==> src/rtl/arm7tdmi_shift_pipe.sv <==
// ARM7TDMI operand-2 barrel shifter, STAGES deep, valid/ready on both sides.
// Define ARM7TDMI_SHIFT_REGCYCLE_EN to add the extra issue cycle for register-specified shifts.

package arm7tdmi_shift_pkg;
    typedef enum logic [1:0] {SH_LSL = 2'd0, SH_LSR = 2'd1, SH_ASR = 2'd2, SH_ROR = 2'd3} shift_type_t;
endpackage

module arm7tdmi_shift_pipe
    import arm7tdmi_shift_pkg::*;
#(
    parameter int DATA_W = 32,
    parameter int AMT_W  = 8,
    parameter int STAGES = 2,
    parameter int TAG_W  = 4
) (
    input  logic              clk,
    input  logic              rst,
    input  logic              flush,
    input  logic              in_valid,
    output logic              in_ready,
    input  logic [DATA_W-1:0] data_in,
    input  shift_type_t       shift_type,
    input  logic [AMT_W-1:0]  shift_amount,
    input  logic              reg_mode,
    input  logic              carry_in,
    input  logic [TAG_W-1:0]  tag_in,
    output logic              out_valid,
    input  logic              out_ready,
    output logic [DATA_W-1:0] data_out,
    output logic              carry_out,
    output logic [TAG_W-1:0]  tag_out
);

    localparam int LW = $clog2(DATA_W);
    localparam int CW = LW + 1;
    localparam logic [AMT_W-1:0] W_AMT = AMT_W'(DATA_W);

    // Every ARM shift collapses to one of these with an amount in 0..DATA_W
    typedef enum logic [2:0] {K_PASS, K_LSL, K_LSR, K_ASR, K_ROR, K_RRX, K_ZERO} kind_t;

    typedef struct packed {
        kind_t              kind;
        logic [CW-1:0]      amt;
        logic [DATA_W-1:0]  data;
        logic               cin;
        logic [TAG_W-1:0]   tag;
    } op_t;

    logic              adv;
    logic              accept;
    logic [STAGES:1]   vld_q;
    logic [STAGES:0]   vld_pipe;
    logic [AMT_W-1:0]  n;
    op_t               norm;
    op_t               last;
    logic [DATA_W:0]   wl;
    logic [DATA_W:0]   wr;
    logic [DATA_W:0]   wa;
    logic [DATA_W-1:0] rot;
    logic [DATA_W-1:0] res_d;
    logic              res_c;

    assign adv       = !out_valid || out_ready;
    assign accept    = in_valid && in_ready && !flush;
    assign vld_pipe  = {vld_q, accept};
    assign out_valid = vld_q[STAGES];

`ifdef ARM7TDMI_SHIFT_REGCYCLE_EN
    typedef enum logic {IDLE, REG_WAIT} state_t;
    state_t state, state_nxt;

    always_ff @(posedge clk) begin
        if (rst) state <= IDLE;
        else     state <= state_nxt;
    end

    always_comb begin
        state_nxt = state;
        in_ready  = adv;
        case (state)
            IDLE: begin
                if (in_valid && reg_mode && adv) begin
                    in_ready  = 1'b0;
                    state_nxt = REG_WAIT;
                end
            end
            REG_WAIT: begin
                if (!in_valid || adv) state_nxt = IDLE;
            end
        endcase
        if (flush) state_nxt = IDLE;
    end
`else
    assign in_ready = adv;
`endif

    // Stage 1: fold immediate #0 encodings and out-of-range register amounts
    always_comb begin
        n         = reg_mode ? shift_amount : AMT_W'(shift_amount[LW-1:0]);
        norm.kind = K_PASS;
        norm.amt  = '0;
        norm.data = data_in;
        norm.cin  = carry_in;
        norm.tag  = tag_in;
        if (n == '0) begin
            if (!reg_mode) begin
                case (shift_type)
                    SH_LSR:  begin norm.kind = K_LSR; norm.amt = CW'(DATA_W); end
                    SH_ASR:  begin norm.kind = K_ASR; norm.amt = CW'(DATA_W); end
                    SH_ROR:  norm.kind = K_RRX;
                    default: norm.kind = K_PASS;
                endcase
            end
        end else begin
            case (shift_type)
                SH_LSL: begin
                    if (n > W_AMT) norm.kind = K_ZERO;
                    else begin norm.kind = K_LSL; norm.amt = CW'(n); end
                end
                SH_LSR: begin
                    if (n > W_AMT) norm.kind = K_ZERO;
                    else begin norm.kind = K_LSR; norm.amt = CW'(n); end
                end
                SH_ASR: begin
                    norm.kind = K_ASR;
                    norm.amt  = (n >= W_AMT) ? CW'(DATA_W) : CW'(n);
                end
                default: begin
                    norm.kind = K_ROR;
                    norm.amt  = CW'(n[LW-1:0]);
                end
            endcase
        end
    end

    generate
        if (STAGES == 1) begin : g_direct
            assign last = norm;
        end else begin : g_pipe
            op_t pipe_q [STAGES-1];
            always_ff @(posedge clk) begin
                if (rst) begin
                    for (int k = 0; k < STAGES-1; k++) pipe_q[k] <= '0;
                end else if (adv) begin
                    pipe_q[0] <= norm;
                    for (int k = 1; k < STAGES-1; k++) pipe_q[k] <= pipe_q[k-1];
                end
            end
            assign last = pipe_q[STAGES-2];
        end
    endgenerate

    // One extra guard bit on each side makes the carry fall out of the shift itself
    always_comb begin
        wl    = {1'b0, last.data} << last.amt;
        wr    = {last.data, 1'b0} >> last.amt;
        wa    = $signed({last.data, 1'b0}) >>> last.amt;
        rot   = DATA_W'({last.data, last.data} >> last.amt);
        res_d = last.data;
        res_c = last.cin;
        case (last.kind)
            K_LSL:   begin res_d = wl[DATA_W-1:0]; res_c = wl[DATA_W]; end
            K_LSR:   begin res_d = wr[DATA_W:1];   res_c = wr[0];      end
            K_ASR:   begin res_d = wa[DATA_W:1];   res_c = wa[0];      end
            K_ROR:   begin res_d = rot;            res_c = rot[DATA_W-1]; end
            K_RRX:   begin res_d = {last.cin, last.data[DATA_W-1:1]}; res_c = last.data[0]; end
            K_ZERO:  begin res_d = '0;             res_c = 1'b0;       end
            default: begin res_d = last.data;      res_c = last.cin;   end
        endcase
    end

    always_ff @(posedge clk) begin
        if (rst) begin
            vld_q     <= '0;
            data_out  <= '0;
            carry_out <= 1'b0;
            tag_out   <= '0;
        end else begin
            if (adv) begin
                data_out  <= res_d;
                carry_out <= res_c;
                tag_out   <= last.tag;
            end
            if (flush)    vld_q <= '0;
            else if (adv) vld_q <= vld_pipe[STAGES-1:0];
        end
    end

endmodule

==> config.mk <==
export PLATFORM = sky130hd
export DESIGN_NAME = arm7tdmi_shift_pipe
export DESIGN_NICKNAME = d
export VERILOG_FILES = /design/src/rtl/arm7tdmi_shift_pipe.sv
export SDC_FILE = /design/constraint.sdc
export NUM_CORES = 1
export LEC_CHECK = 0
export ABC_AREA = 0
export BUFFER_PORTS_ARGS = -buffer_cell sky130_fd_sc_hd__buf_2
export CORE_UTILIZATION = 30
export CTS_CLUSTER_DIAMETER = 50
export DETAILED_ROUTE_END_ITERATION = 6
export SLEW_MARGIN = 20
export SYNTH_ARGS = -nofsm -noshare
export SYNTH_HDL_FRONTEND = slang
export SYNTH_SLANG_ARGS = --single-unit
==> constraint.sdc <==
create_clock -name clk -period 5 [get_ports clk]
set_input_delay 1.5 -clock clk [delete_from_list [all_inputs] [get_ports clk]]
set_output_delay 1.5 -clock clk [all_outputs]
set_load 0.005 [all_outputs]
==> metrics.md <==
| Metric | Value |
|---|---|
| Synth cell types | `between 80 and 90` |
| Post-synthesis sequential area ratio | `0.2370` |
| CTS max path bufs | `2` |
| Post-CTS Setup Bufs | `0` |
| TritonCTS Buffers | `9` |
| Fill cell count | `3186` |
| P per Cell Area | `approximately 250 nW/um^2` |
| Setup crit end kind | `register` |
| Final hold violations | `0` |
| Async set-reset flop share out of synthesis | `0` |
| Reg2reg path depth | `8` |
| Port bufs | `~90` |
| Ys flop type | `edfxtp_1` |
| Worst vdd ir | `132.7 uV` |
| CTS Root Buffer Type | `clkbuf_16` |
| Synthesized instance count | `approximately 1100` |
| Int Pwr | `1.509 mW` |
| Status | `completed` |
| HP Class | `register to register` |
| Post-synth EDFFs | `46` |
| PnR worst setup slack | `1385 ps` |
| Startpoint types | `register` |
| ANT cells | `0` |
| # IOs | `92` |
| TritonCTS clock tree | `yes` |
| Mean Syn Cell Area | `8.597 sq um` |
| Placed Area | `9871 sq um` |
| Max-slew headroom | `0.1925` |
| Row cnt | `63` |
| Endpoint of the worst-slack reg-to-reg timing path | `carry_out` |
| 1st-iter DRT viols | `1523` |
| Hold_sp | `data_out[3]` |
| Chip height | `176.4 um` |
| Psw | `1.049 mW` |
| Clk pin slew, worst setup/hold paths | `80 ps` |
| Post-DP HPWL | `roughly 33000 um` |
| Vias in the first global route | `9496` |
| Max-Cap Viols | `0` |
| Max Clk Rate | `276.6 MHz` |
| RSZ-0062 raised after global routing | `false` |
| Drt first pass iters | `5` |
| Core ar. | `29800 sq um` |
| DR WL/cell | `31.11 um` |
| Setup WS pre-CTS | `1427 ps` |
| Post-synthesis cell area | `between 9000 and 10000 sq um` |
| Worst EP required | `5260 ps` |
| Synth warn | `0` |
| DR vias/cell | `~6.7` |
| Synthesis-stage register bit count | `85` |
| CTS H-tree lvls | `3` |
| Routed Wire Length | `46330 um` |
| TNS Setup | `0 ps` |
| Net Sw Frac | `0.4103` |
| WS Path Type | `register to register` |
| Final nets | `1152` |
| Post-CTS Hold Buffers | `0` |
| Worst-Margin Slew | `around 1200 ps` |
| Share of power burned in registers | `0.367` |
| Share of layout cells above drive strength 1 | `0.2411` |
| Starting Density | `0.3061` |
| Setup Skew | `18.30 ps` |
| CP max FO | `22` |
| Setup-failing EPs final | `0` |
| GRT Util Overall | `0.2994` |
| Die footprint | `31100 sq um` |
| CTS sink cnt | `85` |
| Reg2reg start | `g_pipe.pipe_q[0][37]` |
| Syn nets | `1119` |
| Routed vias | `9903` |
| Routed Antenna Nets | `0` |
| CP Data Arrival Time | `3870 ps` |
| WHS Endpoint | `data_out[3]` |
| First-pass GRT wire length | `66990 um` |
| Power share of the combinational group | `0.369` |
| # DRC | `0` |
| Max Slew Vio Count | `0` |
| Final critical-path share of the clock period | `0.7230` |
| Worst-Skew Late Latency | `370 ps` |
| Multi-input logic area | `6392 sq um` |
| Post_cts resized | `0` |
| Congestion Overflow GR | `0` |
| Hold Path Cell Cnt | `2` |
| DIE WIDTH | `176.4 um` |
| Minimum clock period | `approximately 3600 ps` |
| Post-layout instance area | `10150 sq um` |
| Pleak | `3.797 nW` |
| Routability Congestion | `1.045` |
| Largest net degree at the start of global routing | `47` |
| FF/Latch Area | `2162 sq um` |
| R2R Setup Slk | `1380 ps` |
| Clock Power Share | `0.265` |
| Antenna violations before repair | `1` |
| Layout overhead on the synthesized area | `11.25%` |
-- cell type report --
class / count / share of cell area
multi-input combinational: 854 / 0.6300
sequential: 85 / 0.2131
timing repair buffer: 134 / 0.07793
tap: 390 / 0.04809
clock buffer: 10 / 0.02256
clock inverter: 6 / 0.004686
inverter: 10 / 0.003699
-- sequential cells by signal, indices dropped and copies added, names as in the netlist --
| register | cells |
|---|---|
| vld_q | 2 |
| tag_out | 4 |
| carry_out | 1 |
| data_out | 32 |
| g_pipe.pipe_q | 46 |
-- critical path, stage by stage, from the launching register on --
cell and delay (ps):
edfxtp_1 1080, buf_4 300, mux4_1 630, mux2i_1 510, mux2_2 290, mux2_2 190, o32ai_1 90, nor4_2 350
nor4_2 70
-- cells in the mapped netlist, types with 12 or more instances --
cell type | n | share of area
nor2_1 | 111 | 0.046
nand2_1 | 97 | 0.040
a21oi_1 | 70 | 0.038
clkbuf_1 | 63 | 0.026
mux2i_1 | 57 | 0.063
o21ai_0 | 52 | 0.029
and2_1 | 51 | 0.035
mux4_2 | 51 | 0.13
edfxtp_1 | 46 | 0.15
nor3_1 | 44 | 0.024
dfxtp_1 | 39 | 0.086
mux2_2 | 38 | 0.047
buf_2 | 24 | 0.013
nand3_1 | 22 | 0.012
a211oi_1 | 20 | 0.016
a221oi_1 | 17 | 0.016
o21ai_1 | 17 | 0.0093
a31oi_1 | 15 | 0.010
buf_1 | 15 | 0.0062
nor4_1 | 12 | 0.0082
-- power by group through the flow --
stage	Sequential, mW	Clock [mW]	Combinational [mW]
after detailed placement	0.944	0	0.905
after global routing	0.938	0.704	0.992
after global placement	0.944	0	0.912
after floorplan	0.848	0	0.629
after CTS	0.929	0.677	0.908
final	0.938	0.677	0.944
-- metrics by stage --
stage	power, mW	util	std cells	hold slack [ps]
floorplan	1.477	-	1061	434.5
global placement	1.855	0.3313	1473	435.4
detailed placement	1.848	0.3313	1473	431.3
CTS	2.513	0.3406	1489	445.4
global route	2.634	0.3406	1489	475.4
finish	2.558	0.3406	1489	450.4
-- per-layer routing --
metal	GRT usage	routed length, um	vias to the layer above
met5	0	0	-
met4	0.1677	2876	0
met3	0.07321	5248	185
met2	0.4529	20020	782
met1	0.3891	18190	4806
li1	-	-	4130
-- layout by cell type, fill, tap and decap left out, types with 9 or more instances in the layout --
cell       count
nor2_1       110
nand2_1       97
buf_2         91
a21oi_1       70
mux2i_1       57
and2_1        51
mux4_2        51
o21ai_0       51
edfxtp_1      46
nor3_1        44
buf_4         42
dfxtp_1       39
mux2_2        38
nand3_1       22
a211oi_1      20
o21ai_1       18
a221oi_1      17
a31oi_1       15
nor4_1        12
nand2b_1       9
o211ai_1       9
o22ai_1        9
a221o_1        9
clkbuf_16      9
-- kinds of logic (layout without fill, tap and decap cells) --
group / after synthesis / count (layout) / synth area share
fa+ha+maj: 5 / 5 / 0.006859
simple gates: 395 / 395 / 0.2115
compound gates: 297 / 297 / 0.2196
mux: 157 / 157 / 0.2602
flops: 85 / 85 / 0.2370
buf+inv: 122 / 160 / 0.06475
-- worst max path at each step --
stage               cells past startpoint            startpoint  slack [ps]                   end
finish                                  8  g_pipe.pipe_q[0][37]        1380             carry_out
global route                            8  g_pipe.pipe_q[0][37]        1160          data_out[18]
CTS                                     8  g_pipe.pipe_q[0][37]        1480           data_out[3]
detailed placement                      7             out_ready        1430  g_pipe.pipe_q[0][18]
global placement                        8  g_pipe.pipe_q[0][37]        1470           data_out[3]
floorplan                               4             out_ready        1210              in_ready
No activity file was read; power rests on OpenSTA's default activity.
